$ cat config.mk
export PLATFORM = sky130hd
export DESIGN_NAME = bcd_timer
export DESIGN_NICKNAME = d
export VERILOG_FILES = /design/src/rtl/bcd_timer_pkg.sv /design/src/rtl/bcd_digit_pair.sv /design/src/rtl/bcd_timer.sv
export SDC_FILE = /design/constraint.sdc
export NUM_CORES = 1
export LEC_CHECK = 0
export CORE_MARGIN = 8
export CORE_UTILIZATION = 55
export CTS_BUF_LIST = sky130_fd_sc_hd__clkbuf_4
export DETAILED_ROUTE_END_ITERATION = 8
export GPL_TIMING_DRIVEN = 0
export HOLD_SLACK_MARGIN = 0.1
export PLACE_DENSITY = 0.9
export SLEW_MARGIN = 20
export SYNTH_ARGS = -nofsm -noshare
export SYNTH_HDL_FRONTEND = slang
export SYNTH_SLANG_ARGS = --single-unit
$ cat constraint.sdc
create_clock -name clk -period 2.6 [get_ports clk]
set_input_delay 0.52 -clock clk [delete_from_list [all_inputs] [get_ports clk]]
set_output_delay 0.52 -clock clk [all_outputs]
set_load 0.1 [all_outputs]
$ cat src/rtl/bcd_timer_pkg.sv
// Shared types and constants for the BCD stopwatch/countdown timer.
package bcd_timer_pkg;

  typedef struct packed {
    logic [7:0] hh;
    logic [7:0] mm;
    logic [7:0] ss;
    logic [7:0] cc;
  } bcd_time_t;

  localparam int unsigned CC_MAX = 99;
  localparam int unsigned SS_MAX = 59;
  localparam int unsigned MM_MAX = 59;

  localparam int unsigned CC_LSB = 0;
  localparam int unsigned SS_LSB = 8;
  localparam int unsigned MM_LSB = 16;
  localparam int unsigned HH_LSB = 24;

endpackage

$ cat src/rtl/bcd_digit_pair.sv
// Two-digit BCD modulo-MOD up/down counter with carry/borrow chaining,
// synchronous load and clamping of out-of-range preset values.
module bcd_digit_pair #(
  parameter int unsigned MOD = 100
) (
  input  logic       clk,
  input  logic       rst_n,
  input  logic       en,
  input  logic       down,
  input  logic       cin,
  input  logic       load,
  input  logic [7:0] load_val,
  output logic [7:0] val,
  output logic       cout
);

  localparam int unsigned MAXV    = MOD - 1;
  localparam logic [3:0]  MAX_HI  = 4'(MAXV / 10);
  localparam logic [3:0]  MAX_LO  = 4'(MAXV % 10);
  localparam logic [7:0]  MAX_BCD = {MAX_HI, MAX_LO};

  logic [7:0] val_q, val_d;
  logic [7:0] ld_bin;
  logic       ld_bad;
  logic       at_lim;
  logic       step;

  always_comb begin
    ld_bin = 8'(load_val[7:4]) * 8'd10 + 8'(load_val[3:0]);
    // Non-BCD digits count as out of range, so they clamp to the maximum too.
    ld_bad = (load_val[7:4] > 4'd9) || (load_val[3:0] > 4'd9) || (ld_bin > 8'(MAXV));
    at_lim = down ? (val_q == '0) : (val_q == MAX_BCD);
    step   = en & cin;
    val_d  = val_q;
    if (load) begin
      val_d = ld_bad ? MAX_BCD : load_val;
    end else if (step) begin
      if (at_lim) begin
        val_d = down ? MAX_BCD : '0;
      end else if (down) begin
        val_d = (val_q[3:0] == 4'd0) ? {val_q[7:4] - 4'd1, 4'd9}
                                     : {val_q[7:4], val_q[3:0] - 4'd1};
      end else begin
        val_d = (val_q[3:0] == 4'd9) ? {val_q[7:4] + 4'd1, 4'd0}
                                     : {val_q[7:4], val_q[3:0] + 4'd1};
      end
    end
  end

  always_ff @(posedge clk or negedge rst_n) begin
    if (!rst_n) val_q <= '0;
    else        val_q <= val_d;
  end

  assign val  = val_q;
  assign cout = step & at_lim;

endmodule

$ cat src/rtl/bcd_timer.sv
// BCD HH:MM:SS.CC up/down timer with pause button and countdown expiry.
// Lap capture is built only when BCD_TIMER_LAP_EN is defined.
module bcd_timer
  import bcd_timer_pkg::*;
#(
  parameter int unsigned DIV      = 500000,
  parameter int unsigned HOUR_MAX = 100
) (
  input  logic        clk,
  input  logic        rst,
  input  logic        pause_btn,
  input  logic        down,
  input  logic        load,
  input  logic [31:0] load_val,
  input  logic        lap_btn,
  output logic [31:0] count,
  output logic [31:0] lap,
  output logic        running,
  output logic        expired
);

  localparam int unsigned     PW         = (DIV > 1) ? $clog2(DIV) : 1;
  localparam logic [PW-1:0]   PRESC_LAST = PW'(DIV - 1);

  logic [PW-1:0] presc_q, presc_d;
  logic [1:0]    pause_sync_q, pause_sync_d;
  logic          pause_prev_q, pause_prev_d;
  logic [2:0]    live_q, live_d;
  logic          running_q, running_d;
  logic          expired_q, expired_d;

  bcd_time_t cnt;
  logic      tick, zero, count_en, expire_hit, pause_edge;
  logic      c_cc, c_ss, c_mm, hh_cout_unused;

  always_comb begin
    pause_sync_d = {pause_sync_q[0], pause_btn};
    pause_prev_d = pause_sync_q[1];
    live_d       = {live_q[1:0], 1'b1};
    // Edges are suppressed until the pipeline holds only post-reset samples,
    // so a button held through reset release does not register.
    pause_edge   = pause_sync_q[1] & ~pause_prev_q & live_q[2];

    tick       = running_q && (presc_q == PRESC_LAST);
    zero       = (cnt == '0);
    count_en   = tick & ~load & ~(down & zero);
    expire_hit = tick & ~load & down & zero;

    presc_d = presc_q;
    if (load)           presc_d = '0;
    else if (running_q) presc_d = tick ? '0 : presc_q + 1'b1;

    running_d = running_q ^ pause_edge;
    if (pause_edge && !running_q && down && zero) running_d = 1'b0;
    if (expire_hit)                               running_d = 1'b0;

    expired_d = expired_q;
    if (load)            expired_d = 1'b0;
    else if (expire_hit) expired_d = 1'b1;
  end

  always_ff @(posedge clk or negedge rst) begin
    if (!rst) begin
      presc_q      <= '0;
      pause_sync_q <= '0;
      pause_prev_q <= 1'b0;
      live_q       <= '0;
      running_q    <= 1'b0;
      expired_q    <= 1'b0;
    end else begin
      presc_q      <= presc_d;
      pause_sync_q <= pause_sync_d;
      pause_prev_q <= pause_prev_d;
      live_q       <= live_d;
      running_q    <= running_d;
      expired_q    <= expired_d;
    end
  end

  bcd_digit_pair #(.MOD(CC_MAX + 1)) u_cc (
    .clk(clk), .rst_n(rst), .en(count_en), .down(down), .cin(1'b1), .load(load),
    .load_val(load_val[CC_LSB +: 8]), .val(cnt.cc), .cout(c_cc)
  );
  bcd_digit_pair #(.MOD(SS_MAX + 1)) u_ss (
    .clk(clk), .rst_n(rst), .en(count_en), .down(down), .cin(c_cc), .load(load),
    .load_val(load_val[SS_LSB +: 8]), .val(cnt.ss), .cout(c_ss)
  );
  bcd_digit_pair #(.MOD(MM_MAX + 1)) u_mm (
    .clk(clk), .rst_n(rst), .en(count_en), .down(down), .cin(c_ss), .load(load),
    .load_val(load_val[MM_LSB +: 8]), .val(cnt.mm), .cout(c_mm)
  );
  bcd_digit_pair #(.MOD(HOUR_MAX)) u_hh (
    .clk(clk), .rst_n(rst), .en(count_en), .down(down), .cin(c_mm), .load(load),
    .load_val(load_val[HH_LSB +: 8]), .val(cnt.hh), .cout(hh_cout_unused)
  );

`ifdef BCD_TIMER_LAP_EN
  logic [1:0]  lap_sync_q, lap_sync_d;
  logic        lap_prev_q, lap_prev_d, lap_edge;
  logic [31:0] lap_q, lap_d;

  always_comb begin
    lap_sync_d = {lap_sync_q[0], lap_btn};
    lap_prev_d = lap_sync_q[1];
    lap_edge   = lap_sync_q[1] & ~lap_prev_q & live_q[2];
    lap_d      = lap_edge ? cnt : lap_q;
  end

  always_ff @(posedge clk or negedge rst) begin
    if (!rst) begin
      lap_sync_q <= '0;
      lap_prev_q <= 1'b0;
      lap_q      <= '0;
    end else begin
      lap_sync_q <= lap_sync_d;
      lap_prev_q <= lap_prev_d;
      lap_q      <= lap_d;
    end
  end

  assign lap = lap_q;
`else
  logic lap_btn_unused;
  assign lap_btn_unused = lap_btn;
  assign lap            = '0;
`endif

  assign count   = cnt;
  assign running = running_q;
  assign expired = expired_q;

endmodule

Word level (Yosys, flattened, before mapping)

Index checks and enable logic that the tools add are counted.

Bitwise operators: 17
Reduce and logical (&&, ||, !) cells: 36
Multiplexer cells: 41
$lt $le $gt $ge: 12
Add/sub/neg operators: 21
Eq/ne operators: 13
Multipliers: 4

Operators by type and width:

| cell                                                                             | count |
|---|---|
| 8-bit two-way mux                                                                | 29 |
| 19-bit two-way mux                                                               | 3 |
| 4-bit by 1-bit adder with 4-bit output (second input constant)                   | 8 |
| 8-bit by 4-bit adder with 8-bit output                                           | 4 |
| 4-bit greater-than comparator (second input constant)                            | 8 |
| 32-bit zero test                                                                 | 1 |
| 8-bit zero test                                                                  | 4 |
| 4-bit by 1-bit subtractor with 4-bit output (second input constant)              | 8 |
| 4-bit by 3-bit multiplier with 7-bit output (second input constant)              | 4 |
| 19-bit by 1-bit adder with 19-bit output (second input constant)                 | 1 |
| 19-bit equality test (second input constant)                                     | 1 |
| 4-bit equality test (second input constant)                                      | 4 |
| 8-bit by 7-bit equality test with 1-bit output (second input constant)           | 2 |
| 8-bit equality test (second input constant)                                      | 2 |
| 8-bit by 6-bit greater-than comparator with 1-bit output (second input constant) | 2 |
| 8-bit by 7-bit greater-than comparator with 1-bit output (second input constant) | 2 |
| 4-bit zero test                                                                  | 4 |
| 4-bit by 1-bit != test with 1-bit output (second input constant)                 | 4 |
| 4-bit nonzero test                                                               | 4 |
| 1-bit bitwise AND                                                                | 13 |
| 3-bit AND reduction                                                              | 4 |
| 2-bit nonzero test                                                               | 6 |
| 1-bit logical OR                                                                 | 8 |
| 1-bit two-way mux                                                                | 8 |
| other kinds (5)                                                                  | 10 |

Output and inout bits: 66
Input bits: 38
Bits in registers: 59
Logic and storage cells: 158

Logic depth before layout (Yosys ltp)

Depth after elaboration: 12
Gate-level depth with buffers: 10

Modules after synthesis

From an unflattened synthesis, not the netlist that was laid out.

Cells, all modules: 752
Area, all modules: 6403.6 um^2

By module, submodules not included:

| module                    | cells each | area each (um^2) | seq. area each (um^2) | times used |
|---|---|---|---|---|
| bcd_digit_pair (u_mm ...) | 138        | 1141.1           | 200.2                 | 2 |
| bcd_timer                 | 183        | 1687.9           | 675.6                 | 1 |
| bcd_digit_pair (u_hh)     | 146        | 1249.9           | 200.2                 | 1 |
| bcd_digit_pair (u_cc)     | 147        | 1183.6           | 200.2                 | 1 |

Worst setup path before layout

OpenSTA, ideal clock, no wires.

Path kind: input-to-reg
Start point: in load_val[21]
End point: reg u_mm.val_q[6] (netlist: u_mm.val[6])
Setup time: 65 ps
Path buffers: 0
Data required time: 2535 ps
Stages: 9
Data arrival time: 2963 ps
Path slack: -428 ps
Cell sequence: ha_1 -> ha_1 -> fa_1 -> a21bo_2 -> a211o_1 -> maj3_1 -> a22o_1 -> nand4_1 -> o221a_2

Word-level cells in the longest chain between the ends: 6

Ends and longest elaborated chain:

| item                                                     | line                 | RTL |
|---|---|---|
| from (decl)                                              | bcd_timer.sv:14      | `input logic [31:0] load_val,` |
| 4-bit by 3-bit multiplier with 7-bit output              | bcd_digit_pair.sv:29 | `ld_bin = 8'(load_val[7:4]) * 8'd10 + 8'(load_val[3:0]);` |
| 8-bit by 4-bit adder with 8-bit output                   | bcd_digit_pair.sv:29 |  |
| 8-bit by 6-bit greater-than comparator with 1-bit output | bcd_digit_pair.sv:31 | `ld_bad = (load_val[7:4] > 4'd9) \|\| (load_val[3:0] > 4'd9) \|\| (ld_bin > 8'(MAXV));` |
| 1-bit logical OR *                                       | bcd_digit_pair.sv:31 |  |
| 8-bit two-way mux *                                      | bcd_digit_pair.sv:36 | `val_d = ld_bad ? MAX_BCD : load_val;` |
| 8-bit two-way mux *                                      | bcd_digit_pair.sv:35 | `if (load) begin` |
| to (signal assigned)                                     | bcd_digit_pair.sv:52 | `else val_q <= val_d;` |
| to (decl)                                                | bcd_digit_pair.sv:22 | `logic [7:0] val_q, val_d;` |

Every way passes the cells marked *; elsewhere a longest branch is shown, timed or not.
A chain may end at the register's enable or synchronous reset.

Final worst setup path

Start point: in load_val[23]
End point: reg u_mm.val_q[6] (netlist: u_mm.val[6])

The elaborated chain is that of the path after synthesis.

==> flow_metrics.tcl <==
set metrics [dict create \
    drt.antenna.violating_nets 0 \
    fin_ws_ns -0.0410 \
    place_ws_ns -1.18 \
    max_freq_ghz 0.379 \
    grtUsageTotal_pct 22.3 \
    dp_cells 974 \
    gp_congestion 0.931 \
    met3_usage_pct 4.46 \
    pwr-share-seq_pct 27.8 \
    peakVddDrop_mv 0.553 \
    synth_ff_type "dfrtp_1" \
    p_comb_share_pct 53.1 \
    synth_cell_types 100 \
    grt_max_degree 39 \
    fin_hold_ws_ns 0.357 \
    drtPass1Iterations 5 \
    r2r_start "u_mm.val[1]" \
    io_buffers 70 \
    grt_pass1_wl_mm 27.3 \
    grt.busiest_layer "met2" \
    vias 5931 \
    worst_pin_slew_ns 0.997 \
    nFillCells 833 \
    maxCapViolations 0 \
    p_int_mw 2.11 \
    yosysTopAreaCell "dfrtp_1" \
    clockBufferDepth 2 \
    layout.nets 949 \
    use_met2_pct 38.8 \
    use_met1_pct 27.2 \
    max_stage_delay_ns 0.46 \
    p_leak_nw 3.44 \
    clk_pin_slew_ns 0.11 \
    cts_htree_levels 3 \
    async_flop_share_pct 100 \
    dp_hpwl_mm 12.3 \
    clkSinkCount 59 \
    worstSetupStartpointType "primary input" \
    wl_mm 17.0 \
    crit_start "load_val[23]" \
    drive_gt1_share_pct 24.8 \
    clock_latency_ns 0.47 \
    antenna_found_initial 2 \
    critical-path-top-delay-family "adder cells" \
    core-area_mm2 0.0113 \
    required_ns 3.01 \
    clkPwrFrac_pct 19.1 \
    cp.arrival_ns 3.05 \
    synth_edf_count 0 \
    finalSetupTns_ns -0.145 \
    end_kind "flip-flop" \
    wl_per_cell_um 16.9 \
    crit_top_cell "ha_4" \
    cts_buffers 9 \
    overflow 0 \
    io_pins 104 \
    drtIter0Drc 578 \
    placed_cell_area_mm2 0.00739 \
    yosys_warnings 0 \
    route.detailed.drc 0 \
    total_power_mw 4.10 \
    crit_type "in -> reg" \
    stdcell_count 1008 \
    vias_per_cell 5.88 \
    slew_violations 0 \
    setup_viol 6 \
    min_path_type "reg -> reg" \
    fin_crit_sh_pct 102 \
    postSynthAreaPerCell_um2 8.60 \
    status "finished, violations left" \
    syn_area_mm2 0.00627 \
    first_global_vias 5649 \
    final_area_mm2 0.00798 \
    slew_headroom_pct 33.3 \
    hp-start "live_q[0]" \
    synthToLayoutAreaGrowth_pct 27.2 \
    clock_skew_ns 0.0285 \
    swShare_pct 48.6 \
    die_area_mm2 0.0151 \
    worstPathMaxFanout 3 \
    dieHeight_um 123 \
    p_sw_mw 1.99 \
    synth.area.top_cells "dfrtp_1, ha_1, buf_4, nand2_1, a21oi_1" \
    cts_tree "done" \
    rsz0062_at_grt "yes" \
    cts-root-buf "clkbuf_4" \
    syn_inst 729 \
    rows 39 \
    min_period_ns 2.64 \
    yosysTopAreaCellShare_pct 23.5 \
    hold_viol 0 \
    die_w_um 123 \
    violations "negative setup slack" \
    start_util_pct 55.6 \
    ys_seq_area_share_pct 23.5 \
    ys_ff_latch 59 \
    cp_cell_sequence "buf_8 > ha_4 > ha_4 > fa_2 > buf_6 > nand3b_1 > a211o_1 > maj3_2 > a22o_1 > nand4_1 > buf_4 > o221a_2" \
    slowest_stage "fa_2" \
    path_buf_inv 3 \
    fin_util_pct 70.8 \
    pwr_density_cell_mw_per_mm2 514 \
]
## state kept, by name, summed over array words and instances, names as in the netlist
| name | flops |
|---|---|
| live_q | 3 |
| u_mm.val | 8 |
| u_ss.val | 8 |
| u_hh.val | 8 |
| u_cc.val | 8 |
| presc_q | 19 |
| expired | 1 |
| pause_sync_q | 2 |
| running | 1 |
| pause_prev_q | 1 |
## Yosys cell counts (7+ instances only)
cell type and count:
xnor2_1 14, buf_6 7, nand3_1 18, xor2_1 21, nor2b_1 8, nand4_1 16
a21o_1 10, buf_2 7, nand2b_1 8, ha_1 46, o22ai_1 7, fa_1 8
a21oi_1 46, o21ai_0 34, nor3_1 15, nand2_1 65, dfrtp_1 59, nand3b_1 7
buf_4 37, nor2_1 49, clkbuf_1 14, inv_1 48, o211ai_1 9
## final cells by class
type | count | area (um2) | area share, %
flip-flops and latches | 59 | 1500 | 18.8
multi-input cells | 583 | 4650 | 58.3
well taps | 143 | 179 | 2.24
clock buffers | 10 | 75.1 | 0.941
inverters | 50 | 188 | 2.35
diodes | 3 | 7.51 | 0.0941
clock inverters | 6 | 81.3 | 1.02
repair buffers | 87 | 827 | 10.4
plain buffers | 67 | 464 | 5.82
## power groups by stage
stage	registers [mW]	logic (mW)	clock network, mW
6_report	1.14	2.18	0.783
5_1_grt	1.15	2.32	0.821
4_1_cts	1.14	2.10	0.781
3_5_place_dp	1.16	2.04	0
3_3_place_gp	1.15	2.01	0
2_1_floorplan	1.63	1.10	0
## logic make-up (layout without fill, tap and decap cells)
kind of cell	count (synthesis)	count (layout)	synth area share [%]
simple gates	248	248	23.2
compound gates	202	202	24.2
buf+inv	118	220	10.3
flops	59	59	23.5
fa+ha+maj	55	55	11.9
xor+xnor	36	36	5.25
mux	9	9	1.50
other cells	2	36	0.120
## layout by cell type (no fill, tap or decap), types with 12 or more instances in the layout
master           count
a21oi_1             44
buf_2               13
buf_4               50
clkbuf_1            12
clkdlybuf4s50_1     28
conb_1              33
dfrtp_1             40
dfrtp_2             19
dlygate4sd2_1       19
ha_1                31
inv_1               47
nand2_1             63
nand3_1             18
nand4_1             16
nor2_1              48
nor3_1              13
o21ai_0             33
xnor2_1             13
xor2_1              19
## worst paths after layout
| check | end | slack, ns | cells past startpoint |
|---|---|---|---|
| hold reg to reg | live_q[1] | 0.36 | 0 |
| max in group asynchronous | u_cc.val[7] | 1.59 | 3 |
| setup reg to reg | u_cc.val[4] | 0.10 | 6 |
| hold / removal | live_q[1] | 0.36 | 0 |
| min in group asynchronous | u_mm.val[3] | 0.47 | 2 |
| setup / recovery | u_mm.val[6] | -0.04 | 12 |
## worst register-to-register path: stages, from the launching register on
cell	delay, ns
dfrtp_2	0.48
nor4_4	0.41
nand4_2	0.29
or3_4	0.49
a31oi_4	0.27
mux2_1	0.35
o21a_1	0.10
## layer usage
| layer | up-vias | wire [um] |
|---|---|---|
| li1 | 2869 | - |
| met1 | 2837 | 7170 |
| met5 | - | 0 |
| met4 | 0 | 220 |
| met2 | 202 | 8570 |
| met3 | 23 | 1080 |
## timing repair
item	in CTS	in global routing
setup endpoints to repair	46	34
buffers inserted	7	8
pin swaps	15	20
gates cloned	0	0
hold endpoints to repair	21	0
hold buffers	1	0
resized for setup	93	47
(Power assumes the default switching activity.)
